## config.mk

```make
export PLATFORM = sky130hd
export DESIGN_NAME = multi_link_ctrl
export DESIGN_NICKNAME = d
export VERILOG_FILES = /design/src/rtl/snake_pkg.sv /design/src/rtl/multi_link_ctrl_rx.sv /design/src/rtl/multi_link_ctrl.sv
export SDC_FILE = /design/constraint.sdc
export NUM_CORES = 1
export LEC_CHECK = 0
export ABC_AREA = 1
export BUFFER_PORTS_ARGS = -buffer_cell sky130_fd_sc_hd__buf_4
export CAP_MARGIN = 5
export CORE_MARGIN = 5
export CORE_UTILIZATION = 51
export CTS_BUF_LIST = sky130_fd_sc_hd__clkbuf_4
export CTS_CLUSTER_DIAMETER = 200
export CTS_CLUSTER_SIZE = 24
export DETAILED_ROUTE_END_ITERATION = 6
export MAX_ROUTING_LAYER = met4
export PLACE_DENSITY_LB_ADDON = 0.05
export RECOVER_POWER = 25
export SLEW_MARGIN = 20
export SYNTH_ARGS = -nofsm -noshare
export SYNTH_HDL_FRONTEND = slang
export SYNTH_SLANG_ARGS = --single-unit
```

## constraint.sdc

```tcl
create_clock -name clk -period 1.5 [get_ports clk]
set_input_delay 0.3 -clock clk [delete_from_list [all_inputs] [get_ports clk]]
set_output_delay 0.3 -clock clk [all_outputs]
set_load 0.01 [all_outputs]
```

## src/rtl/snake_pkg.sv

```systemverilog
// Shared types for the snake game: movement direction plus the multi-player
// link frame format (two-byte header/payload frames over a byte stream).
package snake_pkg;

  typedef enum logic [1:0] {
    DIR_UP    = 2'd0,
    DIR_RIGHT = 2'd1,
    DIR_DOWN  = 2'd2,
    DIR_LEFT  = 2'd3
  } direction;

  typedef enum logic [1:0] {
    LINK_DIR    = 2'd0,
    LINK_SEED_X = 2'd1,
    LINK_SEED_Y = 2'd2,
    LINK_START  = 2'd3
  } link_type_e;

  typedef enum logic [1:0] {
    TX_IDLE = 2'd0,
    TX_HDR  = 2'd1,
    TX_PAY  = 2'd2
  } link_tx_state_e;

  typedef enum logic {
    RX_WAIT_HDR = 1'b0,
    RX_WAIT_PAY = 1'b1
  } link_rx_state_e;

  localparam logic [3:0] LINK_HDR_MAGIC = 4'hA;

  // Header byte: magic nibble, reserved zero bit, 3-bit sender id.
  function automatic logic [7:0] link_pack_hdr(input logic [2:0] id);
    return {LINK_HDR_MAGIC, 1'b0, id};
  endfunction

  // Payload byte: frame type in the top two bits, six data bits below.
  function automatic logic [7:0] link_pack_pay(input link_type_e t, input logic [5:0] data);
    return {t, data};
  endfunction

endpackage

```

## src/rtl/multi_link_ctrl_rx.sv

```systemverilog
// Receive-side frame parser: pairs header and payload bytes and filters out
// frames from unknown ids or echoes of our own id. The decoded strobe is
// combinational so the parent can register its results on the payload edge.
module link_rx_parser
  import snake_pkg::*;
#(
  parameter int NUM_PLAYERS = 2,
  parameter int LOCAL_ID    = 0
) (
  input  logic       clk,
  input  logic       rst,
  input  logic [7:0] rx_data,
  input  logic       rx_valid,
  output logic       frm_valid,
  output logic [2:0] frm_id,
  output link_type_e frm_type,
  output logic [5:0] frm_data
);

  link_rx_state_e state_r, state_nx;
  logic [2:0]     hdr_id_r, hdr_id_nx;
  logic           id_ok_s;

  // Accept only peers that exist on this link and are not ourselves.
  always_comb begin
    id_ok_s = (int'(hdr_id_r) < NUM_PLAYERS) && (int'(hdr_id_r) != LOCAL_ID);
  end

  // Next-state and decoded-frame strobe.
  always_comb begin
    state_nx  = state_r;
    hdr_id_nx = hdr_id_r;
    frm_valid = 1'b0;
    frm_id    = hdr_id_r;
    frm_type  = link_type_e'(rx_data[7:6]);
    frm_data  = rx_data[5:0];
    case (state_r)
      RX_WAIT_HDR: begin
        if (rx_valid && (rx_data[7:4] == LINK_HDR_MAGIC)) begin
          state_nx  = RX_WAIT_PAY;
          hdr_id_nx = rx_data[2:0];
        end else begin
          state_nx  = RX_WAIT_HDR;
        end
      end
      RX_WAIT_PAY: begin
        if (rx_valid) begin
          state_nx  = RX_WAIT_HDR;
          frm_valid = id_ok_s;
        end else begin
          state_nx  = RX_WAIT_PAY;
        end
      end
      default: begin
        state_nx = RX_WAIT_HDR;
      end
    endcase
  end

  // State and latched header id.
  always_ff @(posedge clk) begin
    if (rst) begin
      state_r  <= RX_WAIT_HDR;
      hdr_id_r <= 3'd0;
    end else begin
      state_r  <= state_nx;
      hdr_id_r <= hdr_id_nx;
    end
  end

endmodule

```

## src/rtl/multi_link_ctrl.sv

```systemverilog
// Multi-player link controller: sends the local direction each tick plus
// start/seed broadcasts, gathers peer directions into rounds, relays start
// and seed frames, and flags a sticky error when peers fall silent.
module multi_link_ctrl
  import snake_pkg::*;
#(
  parameter int NUM_PLAYERS   = 2,
  parameter int LOCAL_ID      = 0,
  parameter int TIMEOUT_TICKS = 4
) (
  input  logic                     clk,
  input  logic                     rst,
  input  logic                     tick,
  input  logic                     enable,
  input  logic [1:0]               dir_local,
  input  logic                     start_req,
  input  logic                     seed_rdy,
  input  logic [5:0]               seed_x_in,
  input  logic [5:0]               seed_y_in,
  output logic [7:0]               tx_data,
  output logic                     tx_valid,
  input  logic                     tx_ready,
  input  logic [7:0]               rx_data,
  input  logic                     rx_valid,
  output logic [NUM_PLAYERS*2-1:0] dirs_out,
  output logic                     rcvdir,
  output logic                     start_game,
  output logic [5:0]               seed_x_out,
  output logic [5:0]               seed_y_out,
  output logic                     seed_valid,
  output logic                     con_error
);

  localparam logic [7:0] ALL_MASK  = 8'hFF >> (8 - NUM_PLAYERS);
  localparam logic [7:0] PEER_MASK = ALL_MASK & ~(8'd1 << LOCAL_ID);
  localparam logic [2:0] LOCAL_ID3 = 3'(LOCAL_ID);
  localparam logic [3:0] TIMEOUT4  = 4'(TIMEOUT_TICKS);

  // ---------------- transmit side ----------------
  link_tx_state_e tx_state_r, tx_state_nx;
  link_type_e     tx_sel_r, tx_sel_nx, pick_s;
  logic [7:0]     tx_data_r, tx_data_nx;
  logic           tx_valid_r, tx_valid_nx, tx_done_s;
  logic           start_pend_r, seedx_pend_r, seedy_pend_r, dir_pend_r;
  direction       dir_data_r;
  logic [5:0]     seed_x_tx_r, seed_y_tx_r, pay_data_s;

  // Fixed priority among pending frames: start, seed x, seed y, direction.
  always_comb begin
    if (start_pend_r) begin
      pick_s = LINK_START;
    end else if (seedx_pend_r) begin
      pick_s = LINK_SEED_X;
    end else if (seedy_pend_r) begin
      pick_s = LINK_SEED_Y;
    end else begin
      pick_s = LINK_DIR;
    end
  end

  // Payload data bits for the frame currently being served.
  always_comb begin
    case (tx_sel_r)
      LINK_DIR:    pay_data_s = {4'd0, dir_data_r};
      LINK_SEED_X: pay_data_s = seed_x_tx_r;
      LINK_SEED_Y: pay_data_s = seed_y_tx_r;
      LINK_START:  pay_data_s = 6'd0;
      default:     pay_data_s = 6'd0;
    endcase
  end

  // TX FSM next state; byte and valid are computed here and registered below.
  always_comb begin
    tx_state_nx = tx_state_r;
    tx_sel_nx   = tx_sel_r;
    tx_data_nx  = tx_data_r;
    tx_valid_nx = tx_valid_r;
    tx_done_s   = 1'b0;
    case (tx_state_r)
      TX_IDLE: begin
        if (start_pend_r || seedx_pend_r || seedy_pend_r || dir_pend_r) begin
          tx_state_nx = TX_HDR;
          tx_sel_nx   = pick_s;
          tx_data_nx  = link_pack_hdr(LOCAL_ID3);
          tx_valid_nx = 1'b1;
        end else begin
          tx_valid_nx = 1'b0;
        end
      end
      TX_HDR: begin
        if (tx_ready) begin
          tx_state_nx = TX_PAY;
          tx_data_nx  = link_pack_pay(tx_sel_r, pay_data_s);
          tx_valid_nx = 1'b1;
        end else begin
          tx_state_nx = TX_HDR;
        end
      end
      TX_PAY: begin
        if (tx_ready) begin
          tx_state_nx = TX_IDLE;
          tx_valid_nx = 1'b0;
          tx_done_s   = 1'b1;
        end else begin
          tx_state_nx = TX_PAY;
        end
      end
      default: begin
        tx_state_nx = TX_IDLE;
        tx_valid_nx = 1'b0;
      end
    endcase
  end

  // TX state and registered byte outputs.
  always_ff @(posedge clk) begin
    if (rst) begin
      tx_state_r <= TX_IDLE;
      tx_sel_r   <= LINK_DIR;
      tx_data_r  <= 8'd0;
      tx_valid_r <= 1'b0;
    end else begin
      tx_state_r <= tx_state_nx;
      tx_sel_r   <= tx_sel_nx;
      tx_data_r  <= tx_data_nx;
      tx_valid_r <= tx_valid_nx;
    end
  end

  // Pending-frame flags: new requests win over the clear of a served frame.
  always_ff @(posedge clk) begin
    if (rst) begin
      start_pend_r <= 1'b0;
      seedx_pend_r <= 1'b0;
      seedy_pend_r <= 1'b0;
      dir_pend_r   <= 1'b0;
      dir_data_r   <= DIR_UP;
      seed_x_tx_r  <= 6'd0;
      seed_y_tx_r  <= 6'd0;
    end else begin
      if (start_req) begin
        start_pend_r <= 1'b1;
      end else if (tx_done_s && (tx_sel_r == LINK_START)) begin
        start_pend_r <= 1'b0;
      end
      if (seed_rdy) begin
        seedx_pend_r <= 1'b1;
        seedy_pend_r <= 1'b1;
        seed_x_tx_r  <= seed_x_in;
        seed_y_tx_r  <= seed_y_in;
      end else begin
        if (tx_done_s && (tx_sel_r == LINK_SEED_X)) seedx_pend_r <= 1'b0;
        if (tx_done_s && (tx_sel_r == LINK_SEED_Y)) seedy_pend_r <= 1'b0;
      end
      if (enable && tick) begin
        dir_pend_r <= 1'b1;
        dir_data_r <= direction'(dir_local);
      end else if (tx_done_s && (tx_sel_r == LINK_DIR)) begin
        dir_pend_r <= 1'b0;
      end
    end
  end

  // ---------------- receive side ----------------
  logic                     frm_valid_s;
  logic [2:0]               frm_id_s;
  link_type_e               frm_type_s;
  logic [5:0]               frm_data_s;
  logic [7:0]               got_r, got_nx;
  logic                     dir_rx_s, round_done_s, timeout_s;
  logic [3:0]               tick_cnt_r;
  logic [NUM_PLAYERS*2-1:0] dirs_r;
  logic                     rcvdir_r, start_game_r, seed_valid_r, con_error_r;
  logic [5:0]               seed_x_out_r, seed_y_out_r, seedx_store_r;
  logic                     seedx_have_r;

  link_rx_parser #(
    .NUM_PLAYERS (NUM_PLAYERS),
    .LOCAL_ID    (LOCAL_ID)
  ) u_rx (
    .clk       (clk),
    .rst       (rst),
    .rx_data   (rx_data),
    .rx_valid  (rx_valid),
    .frm_valid (frm_valid_s),
    .frm_id    (frm_id_s),
    .frm_type  (frm_type_s),
    .frm_data  (frm_data_s)
  );

  // Round tracking and timeout decision; completion masks a same-cycle timeout.
  always_comb begin
    dir_rx_s = frm_valid_s && (frm_type_s == LINK_DIR);
    if (dir_rx_s) begin
      got_nx = got_r | (8'd1 << frm_id_s);
    end else begin
      got_nx = got_r;
    end
    round_done_s = dir_rx_s && ((got_nx & PEER_MASK) == PEER_MASK);
    timeout_s    = enable && tick && !round_done_s && ((tick_cnt_r + 4'd1) >= TIMEOUT4);
  end

  // Received-frame bookkeeping, pulse outputs and the sticky link error.
  always_ff @(posedge clk) begin
    if (rst) begin
      got_r         <= 8'd0;
      tick_cnt_r    <= 4'd0;
      dirs_r        <= '0;
      rcvdir_r      <= 1'b0;
      start_game_r  <= 1'b0;
      seed_valid_r  <= 1'b0;
      seed_x_out_r  <= 6'd0;
      seed_y_out_r  <= 6'd0;
      seedx_store_r <= 6'd0;
      seedx_have_r  <= 1'b0;
      con_error_r   <= 1'b0;
    end else begin
      rcvdir_r     <= round_done_s;
      start_game_r <= frm_valid_s && (frm_type_s == LINK_START);
      seed_valid_r <= 1'b0;
      got_r        <= round_done_s ? 8'd0 : got_nx;
      if (dir_rx_s) dirs_r[2*int'(frm_id_s) +: 2] <= frm_data_s[1:0];
      if (enable && tick) dirs_r[2*LOCAL_ID +: 2] <= dir_local;
      if (frm_valid_s && (frm_type_s == LINK_SEED_X)) begin
        seedx_store_r <= frm_data_s;
        seedx_have_r  <= 1'b1;
      end else if (frm_valid_s && (frm_type_s == LINK_SEED_Y) && seedx_have_r) begin
        seed_x_out_r <= seedx_store_r;
        seed_y_out_r <= frm_data_s;
        seed_valid_r <= 1'b1;
        seedx_have_r <= 1'b0;
      end
      if (!enable || round_done_s) begin
        tick_cnt_r <= 4'd0;
      end else if (tick && (tick_cnt_r != 4'd15)) begin
        tick_cnt_r <= tick_cnt_r + 4'd1;
      end
      if (timeout_s) con_error_r <= 1'b1;
    end
  end

  assign tx_data    = tx_data_r;
  assign tx_valid   = tx_valid_r;
  assign dirs_out   = dirs_r;
  assign rcvdir     = rcvdir_r;
  assign start_game = start_game_r;
  assign seed_x_out = seed_x_out_r;
  assign seed_y_out = seed_y_out_r;
  assign seed_valid = seed_valid_r;
  assign con_error  = con_error_r;

endmodule

```

==> report_table.html, run 1 <==
<table>
<tr><th>Metric</th><th>Value</th></tr>
<tr><th colspan="2">Timing</th></tr>
<tr><td>Setup-violating endpoint count in the final report</td><td>12</td></tr>
<tr><td>Slew margin rel.</td><td>67.9%</td></tr>
<tr><td>Final Slew Violations</td><td>0</td></tr>
<tr><td>Hold slack</td><td>102 ps</td></tr>
<tr><td>Total Neg Setup Slack</td><td>-293 ps</td></tr>
<tr><td>Final Hold Viols</td><td>0</td></tr>
<tr><td>Slew at the pin with the worst max-slew slack</td><td>roughly 480 ps</td></tr>
<tr><td>Post-route clock skew</td><td>around 13 ps</td></tr>
<tr><td>Fmax</td><td>0.642 GHz</td></tr>
<tr><td>Unrepaired setup endpoints after global routing</td><td>true</td></tr>
<tr><td>Final worst setup slack</td><td>-57.3 ps</td></tr>
<tr><td>Minimum clock period</td><td>~1600 ps</td></tr>
<tr><td>Final worst-path cycle share</td><td>104%</td></tr>
<tr><th colspan="2">Worst setup path</th></tr>
<tr><td>Required time at the worst-slack endpoint</td><td>between 1500 and 2000 ps</td></tr>
<tr><td>Startpoint type of the worst setup path</td><td>register</td></tr>
<tr><td>Endpoint kind of the worst setup timing path</td><td>register</td></tr>
<tr><td>Data arrival time at the worst-slack endpoint</td><td>around 1900 ps</td></tr>
<tr><td>Largest fanout of any net on the critical path</td><td>5</td></tr>
<tr><td>Setup CP Type</td><td>register to register</td></tr>
<tr><th colspan="2">Placement</th></tr>
<tr><td>Number of placed cells counting well taps</td><td>approximately 510</td></tr>
<tr><td>Placed wire-length estimate after detailed placement</td><td>~4600 um</td></tr>
<tr><td>Final weighted congestion in routability-driven placement</td><td>~0.9</td></tr>
<tr><td>Pre-CTS setup slack</td><td>-97.0 ps</td></tr>
<tr><td>Count of input and output buffers</td><td>between 50 and 60</td></tr>
<tr><th colspan="2">Detailed routing</th></tr>
<tr><td>DR vias</td><td>2648</td></tr>
<tr><td>Routed wire length</td><td>approximately 6500 um</td></tr>
<tr><td>Drt wl/cell</td><td>12.5 um</td></tr>
<tr><td>Detail-routed via count per cell</td><td>approximately 5</td></tr>
<tr><td>DRC errors left</td><td>0</td></tr>
<tr><td>Violation count after the first detailed-routing iteration</td><td>94</td></tr>
<tr><td>ANT nets after route</td><td>0</td></tr>
<tr><td>First-pass iteration count of the detailed router</td><td>4</td></tr>
<tr><th colspan="2">Yosys</th></tr>
<tr><td>Area share of the largest cell type after synthesis</td><td>approximately 48%</td></tr>
<tr><td>Synth warnings</td><td>0</td></tr>
<tr><td>Top cells by area in the synthesized netlist</td><td>sky130_fd_sc_hd__dfxtp_1 (48%), sky130_fd_sc_hd__nand2_1 (8.5%), sky130_fd_sc_hd__a21oi_1 (7.7%)</td></tr>
<tr><td>Count of cell types in the netlist</td><td>29</td></tr>
<tr><td>Average instance area after synthesis</td><td>around 7.6 sq um</td></tr>
<tr><td>Cell count after synthesis</td><td>about 370</td></tr>
<tr><td>Synth Net Count</td><td>between 400 and 500</td></tr>
<tr><td>Yosys top cell by area</td><td>sky130_fd_sc_hd__dfxtp_1</td></tr>
<tr><td>Number of register bits inferred by synthesis</td><td>67</td></tr>
<tr><td>Proportion of synthesized chip area in sequential cells</td><td>between 40 and 50%</td></tr>
<tr><td>Synthesized area</td><td>approximately 2800 sq um</td></tr>
<tr><th colspan="2">GRT</th></tr>
<tr><td>Initial antenna violation count</td><td>0</td></tr>
<tr><td>Global-route wire length before repair</td><td>about 11000 um</td></tr>
<tr><td>Total overflow reported by the global router</td><td>0</td></tr>
<tr><td>GRT met3 Usage</td><td>between 6 and 7%</td></tr>
<tr><td>Number of global-route vias before repair</td><td>approximately 2600</td></tr>
<tr><td>Met1 Track Usage GR</td><td>22.3%</td></tr>
<tr><td>Global router's overall resource usage</td><td>roughly a fifth</td></tr>
<tr><td>Largest net degree at the start of global routing</td><td>35</td></tr>
<tr><td>Layer with the highest usage</td><td>met2</td></tr>
<tr><td>Met2 Usage GRT</td><td>around 33%</td></tr>
<tr><th colspan="2">Pwr</th></tr>
<tr><td>Static power due to leakage</td><td>between 0.0015 and 0.002 uW</td></tr>
<tr><td>Sw Share</td><td>26.1%</td></tr>
<tr><td>Comb pwr share</td><td>12.8%</td></tr>
<tr><td>Worst vdd rail ir drop</td><td>around 0.65 mV</td></tr>
<tr><td>Sequential share of power</td><td>around half</td></tr>
<tr><td>Internal power summed over all cells</td><td>between 2000 and 3000 uW</td></tr>
<tr><td>Switching component of the power</td><td>about 960 uW</td></tr>
<tr><td>Total power per unit cell area</td><td>1010 nW/um^2</td></tr>
<tr><td>Share of total power in the clock network</td><td>a little over a third</td></tr>
<tr><th colspan="2">Clock network</th></tr>
<tr><td>H-Tree Level Count</td><td>3</td></tr>
<tr><td>Clock root buffer</td><td>sky130_fd_sc_hd__clkbuf_4</td></tr>
<tr><td>CTS sink cnt</td><td>67</td></tr>
<tr><td>Max Root-Sink Buffers</td><td>2</td></tr>
<tr><td>TritonCTS clock tree</td><td>done</td></tr>
<tr><td>Clk_lat worst skew</td><td>roughly 420 ps</td></tr>
<tr><td>CTS Buf Count</td><td>9</td></tr>
<tr><td>Clk slew on worst S/H paths</td><td>110 ps</td></tr>
<tr><th colspan="2">Floorplanning</th></tr>
<tr><td>Number of core rows</td><td>27</td></tr>
<tr><td>Core Footprint</td><td>between 5000 and 6000 sq um</td></tr>
<tr><td>Area enclosed by the die boundary</td><td>7040 sq um</td></tr>
<tr><td>Die X</td><td>~84 um</td></tr>
<tr><td>Chip height</td><td>83.9 um</td></tr>
<tr><td>Ports</td><td>~60</td></tr>
<tr><td>Initial standard-cell utilization of the core</td><td>between 50 and 60%</td></tr>
<tr><th colspan="2">Layout</th></tr>
<tr><td>Final net count</td><td>482</td></tr>
<tr><td>Share of final-layout standard cells stronger than drive strength 1</td><td>a little over a quarter</td></tr>
<tr><td>Antenna cell count</td><td>0</td></tr>
<tr><td>Layout overhead on the synthesized area</td><td>31.1%</td></tr>
<tr><td>Commonest cells after routing, fill and taps aside</td><td>sky130_fd_sc_hd__buf_4 (75), sky130_fd_sc_hd__dfxtp_1 (65), sky130_fd_sc_hd__nand2_1 (60)</td></tr>
<tr><td>Non-filler cells, final</td><td>523</td></tr>
<tr><td>Most common cell after layout, fill and taps aside</td><td>sky130_fd_sc_hd__buf_4</td></tr>
<tr><td>Util after Layout</td><td>about two thirds</td></tr>
<tr><th colspan="2">Run status</th></tr>
<tr><td>Violated checks</td><td>negative setup slack</td></tr>
<tr><td>Outcome</td><td>finished with violations</td></tr>
<tr><th colspan="2">Worst hold path</th></tr>
<tr><td>Path class of the lowest-slack min-delay path</td><td>input pin to register</td></tr>
<tr><th colspan="2">Run</th></tr>
<tr><td>Count of maximum capacitance violations</td><td>0</td></tr>
</table>
[repair_timing]
| item | 4_1_cts | 5_1_grt |
|---|---|---|
| resized for setup | 6 | 15 |
| pin swaps | 6 | 12 |
| hold buffers | 0 | 0 |
| endpoints found under the setup margin | 26 | 30 |
| gates cloned | 0 | 0 |
| endpoints found under the hold margin | 0 | 0 |
| setup buffers | 1 | 1 |
[synth_stat cells, drive strengths merged]
master   n
nand4   15
buf      5
a21oi   43
dfxtp   67
o21ai   37
o22ai    2
clkbuf   7
nand3   20
o211ai   1
nor3     1
clkinv   2
inv     35
nor2    60
ha       5
xnor2    2
o21bai   1
o31ai    2
nand2   64
[area by class of cell]
type / count / area, sq um
clock inverter: 6 / 81.3
clock buffer: 9 / 67.6
multi-input combinational: 253 / 1300
timing repair buffer: 79 / 626
inverter: 37 / 141
fill: 511 / 1750
tap: 72 / 90.1
sequential: 67 / 1340
[critical path: stages, from the launching register on]
cell and delay, ps:
sky130_fd_sc_hd__dfxtp_2 350, sky130_fd_sc_hd__inv_2 40, sky130_fd_sc_hd__ha_4 160, sky130_fd_sc_hd__ha_4 150, sky130_fd_sc_hd__inv_2 40, sky130_fd_sc_hd__nand3_2 70
sky130_fd_sc_hd__nor2_4 130, sky130_fd_sc_hd__buf_6 140, sky130_fd_sc_hd__o211ai_1 150, sky130_fd_sc_hd__nand3_2 160, sky130_fd_sc_hd__nor2_1 60
[routing by layer]
metal,share of wire [%],wire (um)
met2,47,3100
met3,5.1,333
met4,1.9,124
met1,46,2990
met5,0,0
[power by group through the flow]
stage	combinational, uW	clock, uW	sequential, uW
after floorplan	240	0	1950
after global placement	449	0	1940
after detailed placement	456	0	1950
after CTS	464	1310	1910
after global routing	530	1420	1920
final	471	1290	1910
[registers in the layout (all words and copies together), names as in the netlist, 3 cells and up]
register	flops
seed_x_tx_r	6
dirs_out	4
seedx_store_r	6
seed_x_out	6
u_rx.frm_id	3
seed_y_out	6
tx_data	8
tick_cnt_r	4
seed_y_tx_r	6
[stage by stage]
stage          total power, uW  instance area, sq um
6_report                  3670                  3650
5_1_grt                   3870                  3650
3_3_place_gp              2390                  3430
3_5_place_dp              2400                  3430
2_1_floorplan             2190                  2820
4_1_cts                   3680                  3610
[final timing paths]
| check | start | end | slack, ps | depth (start not counted) |
|---|---|---|---|---|
| hold / removal | seed_x_in[4] | seed_x_tx_r[4] | 100 | 3 |
| setup / recovery | u_rx.frm_id[0] | tick_cnt_r[0] | -60 | 10 |
| hold reg to reg | dirs_out[3] | dirs_out[3] | 460 | 2 |
| setup reg to reg | u_rx.frm_id[0] | tick_cnt_r[0] | -60 | 10 |
[logic make-up (layout without fill, tap and decap cells)]
kind of cell | count (synthesis) | after routing | share of synthesized area, %
xor gates and xnor gates | 2 | 2 | 0.629
DFF | 67 | 67 | 48.1
AOI/OAI and AO/OA | 86 | 86 | 15.9
and+or+nand+nor | 160 | 160 | 25.4
adders and majority gates | 5 | 5 | 2.25
buffers and inverters | 49 | 131 | 7.72
Power figures use the tool's default switching activity.
==> inputs of run 2 (changes only) <==
Settings changed: CORE_MARGIN 5 to 4.
==> report_table.html, run 2 (synthesis results as in run 1) <==
<table>
<tr><th>Metric</th><th>Value</th></tr>
<tr><th colspan="2">Run status</th></tr>
<tr><td>Outcome</td><td>finished with violations</td></tr>
<tr><td>Violated checks</td><td>negative setup slack</td></tr>
<tr><th colspan="2">Timing</th></tr>
<tr><td>Final worst-path cycle share</td><td>106% (+2.1 points)</td></tr>
<tr><td>Final Hold Viols</td><td>0 (unchanged)</td></tr>
<tr><td>Setup-violating endpoint count in the final report</td><td>22 (+10)</td></tr>
<tr><td>Final Slew Violations</td><td>0 (unchanged)</td></tr>
<tr><td>Slew margin rel.</td><td>54.4% (-13 points)</td></tr>
<tr><td>Final worst setup slack</td><td>-88.5 ps (-31.2 ps)</td></tr>
<tr><td>Post-route clock skew</td><td>7.20 ps (-5.47 ps)</td></tr>
<tr><td>Slew at the pin with the worst max-slew slack</td><td>683 ps (+204 ps)</td></tr>
<tr><td>Minimum clock period</td><td>1590 ps (+31.2 ps)</td></tr>
<tr><td>Hold slack</td><td>112 ps (+9.72 ps)</td></tr>
<tr><td>Unrepaired setup endpoints after global routing</td><td>true</td></tr>
<tr><td>Fmax</td><td>0.630 GHz (-2.0%)</td></tr>
<tr><th colspan="2">Floorplanning</th></tr>
<tr><td>Core Footprint</td><td>5200 sq um (-3.7%)</td></tr>
<tr><td>Initial standard-cell utilization of the core</td><td>53.5% (+2.0 points)</td></tr>
<tr><td>Area enclosed by the die boundary</td><td>6710 sq um (-4.7%)</td></tr>
<tr><td>Number of core rows</td><td>26 (-3.7%)</td></tr>
<tr><td>Chip height</td><td>81.9 um (-2.4%)</td></tr>
<tr><td>Die X</td><td>81.9 um (-2.4%)</td></tr>
<tr><td>Ports</td><td>59 (unchanged)</td></tr>
<tr><th colspan="2">Worst hold path</th></tr>
<tr><td>Path class of the lowest-slack min-delay path</td><td>input pin to register</td></tr>
<tr><td>Number of instances on the worst hold path</td><td>3 (unchanged)</td></tr>
<tr><th colspan="2">Worst setup path</th></tr>
<tr><td>Data arrival time at the worst-slack endpoint</td><td>1890 ps (+20 ps)</td></tr>
<tr><td>Setup CP Type</td><td>register to register</td></tr>
<tr><td>Largest fanout of any net on the critical path</td><td>5 (unchanged)</td></tr>
<tr><td>Setup slack, reg-to-reg</td><td>-90 ps (-30 ps)</td></tr>
<tr><td>Required time at the worst-slack endpoint</td><td>1810 ps (about the same)</td></tr>
<tr><td>Launching element of the worst setup path</td><td>u_rx.frm_id[1]</td></tr>
<tr><td>Endpoint kind of the worst setup timing path</td><td>register</td></tr>
<tr><td>Capture point of the worst path</td><td>tick_cnt_r[0]</td></tr>
<tr><td>Reg2Reg Launch Point</td><td>u_rx.frm_id[1]</td></tr>
<tr><td>Destination of the worst register-to-register timing path</td><td>tick_cnt_r[0]</td></tr>
<tr><td>Register-to-Register Path Depth</td><td>10 (unchanged)</td></tr>
<tr><td>Startpoint type of the worst setup path</td><td>register</td></tr>
<tr><th colspan="2">Placement</th></tr>
<tr><td>Final weighted congestion in routability-driven placement</td><td>0.820 (-7.1%)</td></tr>
<tr><td>Count of input and output buffers</td><td>58 (unchanged)</td></tr>
<tr><td>Placed wire-length estimate after detailed placement</td><td>4660 um (+0.55%)</td></tr>
<tr><td>Number of placed cells counting well taps</td><td>505 (-0.20%)</td></tr>
<tr><th colspan="2">GRT</th></tr>
<tr><td>Global-route wire length before repair</td><td>10800 um (-1.9%)</td></tr>
<tr><td>Initial antenna violation count</td><td>0 (unchanged)</td></tr>
<tr><td>Total overflow reported by the global router</td><td>0 (unchanged)</td></tr>
<tr><td>Largest net degree at the start of global routing</td><td>22 (-37%)</td></tr>
<tr><td>Global router's overall resource usage</td><td>21.5% (+1.5 points)</td></tr>
<tr><td>Number of global-route vias before repair</td><td>2434 (-5.1%)</td></tr>
<tr><th colspan="2">Pwr</th></tr>
<tr><td>Worst vdd rail ir drop</td><td>1.00 mV (+53%)</td></tr>
<tr><td>Total power per unit cell area</td><td>1070 nW/um^2 (+6.1%)</td></tr>
<tr><td>Static power due to leakage</td><td>0.00164 uW (+2.2%)</td></tr>
<tr><th colspan="2">Detailed routing</th></tr>
<tr><td>DR vias</td><td>2656 (+0.30%)</td></tr>
<tr><td>First-pass iteration count of the detailed router</td><td>4 (unchanged)</td></tr>
<tr><td>Drt wl/cell</td><td>12.3 um (-2.0%)</td></tr>
<tr><td>Violation count after the first detailed-routing iteration</td><td>125 (+33%)</td></tr>
<tr><td>DRC errors left</td><td>0 (unchanged)</td></tr>
<tr><td>ANT nets after route</td><td>0 (unchanged)</td></tr>
<tr><td>Routed wire length</td><td>6450 um (-1.4%)</td></tr>
<tr><td>Detail-routed via count per cell</td><td>5.05 (-0.27%)</td></tr>
<tr><th colspan="2">Clock network</th></tr>
<tr><td>TritonCTS clock tree</td><td>done</td></tr>
<tr><td>Clk_lat worst skew</td><td>400 ps (-20 ps)</td></tr>
<tr><td>Clk slew on worst S/H paths</td><td>110 ps (about the same)</td></tr>
<tr><td>Clock root buffer</td><td>sky130_fd_sc_hd__clkbuf_4</td></tr>
<tr><td>CTS Buf Count</td><td>9 (unchanged)</td></tr>
<tr><td>Max Root-Sink Buffers</td><td>2 (unchanged)</td></tr>
<tr><td>CTS sink cnt</td><td>67 (unchanged)</td></tr>
<tr><td>H-Tree Level Count</td><td>3 (unchanged)</td></tr>
<tr><td>Hold-fix buffer count after cts</td><td>0 (unchanged)</td></tr>
<tr><th colspan="2">Run</th></tr>
<tr><td>Count of maximum capacitance violations</td><td>0 (unchanged)</td></tr>
<tr><th colspan="2">Layout</th></tr>
<tr><td>Non-filler cells, final</td><td>526 (+0.57%)</td></tr>
<tr><td>Total of fill cells in the finished design</td><td>420 (-18%)</td></tr>
<tr><td>Area of the multi-input gates</td><td>1330 sq um (+2.2%)</td></tr>
<tr><td>Share of final-layout standard cells stronger than drive strength 1</td><td>28.9% (+1.9 points)</td></tr>
<tr><td>Most common cell after layout, fill and taps aside</td><td>sky130_fd_sc_hd__buf_4</td></tr>
<tr><td>Commonest cells after routing, fill and taps aside</td><td>sky130_fd_sc_hd__buf_4 (73), sky130_fd_sc_hd__dfxtp_1 (65), sky130_fd_sc_hd__nand2_1 (59)</td></tr>
<tr><td>Final net count</td><td>486 (+0.83%)</td></tr>
<tr><td>Util after Layout</td><td>72.6% (+5.0 points)</td></tr>
<tr><td>Layout overhead on the synthesized area</td><td>35.6%</td></tr>
<tr><td>Antenna cell count</td><td>0 (unchanged)</td></tr>
<tr><td>Max FFs per register</td><td>8 (unchanged)</td></tr>
<tr><td>Register area</td><td>1340 sq um (unchanged)</td></tr>
</table>
## run 2: cell types whose count changed in the layout (fill, tap and decap cells not counted), moves of 2 or more
cell / previous run / this run
sky130_fd_sc_hd__o21ai_0: 31 / 29
sky130_fd_sc_hd__nor2_1: 52 / 48
sky130_fd_sc_hd__clkinv_2: 2 / 0
sky130_fd_sc_hd__buf_4: 75 / 73
sky130_fd_sc_hd__clkbuf_1: 0 / 4
sky130_fd_sc_hd__o21ai_1: 6 / 4
sky130_fd_sc_hd__o21ai_2: 0 / 4
sky130_fd_sc_hd__nand3_1: 13 / 16
sky130_fd_sc_hd__clkinv_4: 0 / 2
sky130_fd_sc_hd__bufinv_16: 2 / 4
sky130_fd_sc_hd__nand3_2: 6 / 3
sky130_fd_sc_hd__nor2_2: 6 / 9
## run 2: layer usage
| layer | global-route usage, % | vias to the layer above | routed length [um] |
|---|---|---|---|
| met3 | 4.61 | 7 | 356 |
| met4 | 9.97 | 0 | 85 |
| li1 | - | 1387 | - |
| met1 | 25.1 | 1201 | 2940 |
| met2 | 35.4 | 61 | 3070 |
| met5 | - | - | 0 |
## run 2: report_power, final
part,internal (uW),switching (uW)
clock network,1010,648
registers,1860,48.2
logic,197,271
## run 2: worst min path at each step
stage | startpoint | to | slack [ps]
2_1_floorplan | rx_data[6] | start_game | 420
3_3_place_gp | dirs_out[3] | dirs_out[3] | 440
3_5_place_dp | dirs_out[3] | dirs_out[3] | 440
4_1_cts | seed_y_in[0] | seed_y_tx_r[0] | 100
5_1_grt | seed_x_in[5] | seed_x_tx_r[5] | 90
6_report | seed_y_in[0] | seed_y_tx_r[0] | 110
## run 2: cell type report
class / instances / area share, %
multi-input cells: 253 / 35.3
well taps: 70 / 2.32
repair buffers: 83 / 17.5
inverters: 37 / 3.81
clock inverters: 7 / 3.71
flip-flops and latches: 67 / 35.6
clock buffers: 9 / 1.79
## run 2: what timing repair did
action / 4_1_cts / 5_1_grt
cloned: 0 / 1
hold endpoints to repair: 0 / 0
buffers inserted: 3 / 1
pin swaps: 11 / 20
resized for setup: 16 / 18
setup endpoints to repair: 30 / 32
## run 2: per-stage QoR
step	setup slack [ps]	total power (uW)	TNS (ps)	instance area [sq um]
6_report	-88.5	4030	-1080	3780
3_5_place_dp	-101	2400	-1610	3440
3_3_place_gp	-29.2	2390	-217	3440
4_1_cts	-47.8	4060	-325	3700
2_1_floorplan	3.16	2190	0	2820
5_1_grt	-200	4210	-3850	3780
## run 2: critical path, cell delays in order, from the launching register on
cell and delay [ps]:
sky130_fd_sc_hd__dfxtp_2 360, sky130_fd_sc_hd__inv_2 50, sky130_fd_sc_hd__ha_4 160, sky130_fd_sc_hd__ha_4 150
sky130_fd_sc_hd__inv_2 50, sky130_fd_sc_hd__nand3_2 70, sky130_fd_sc_hd__nor2_4 140, sky130_fd_sc_hd__buf_6 130
sky130_fd_sc_hd__o211ai_1 160, sky130_fd_sc_hd__nand3_2 170, sky130_fd_sc_hd__nor2_1 60
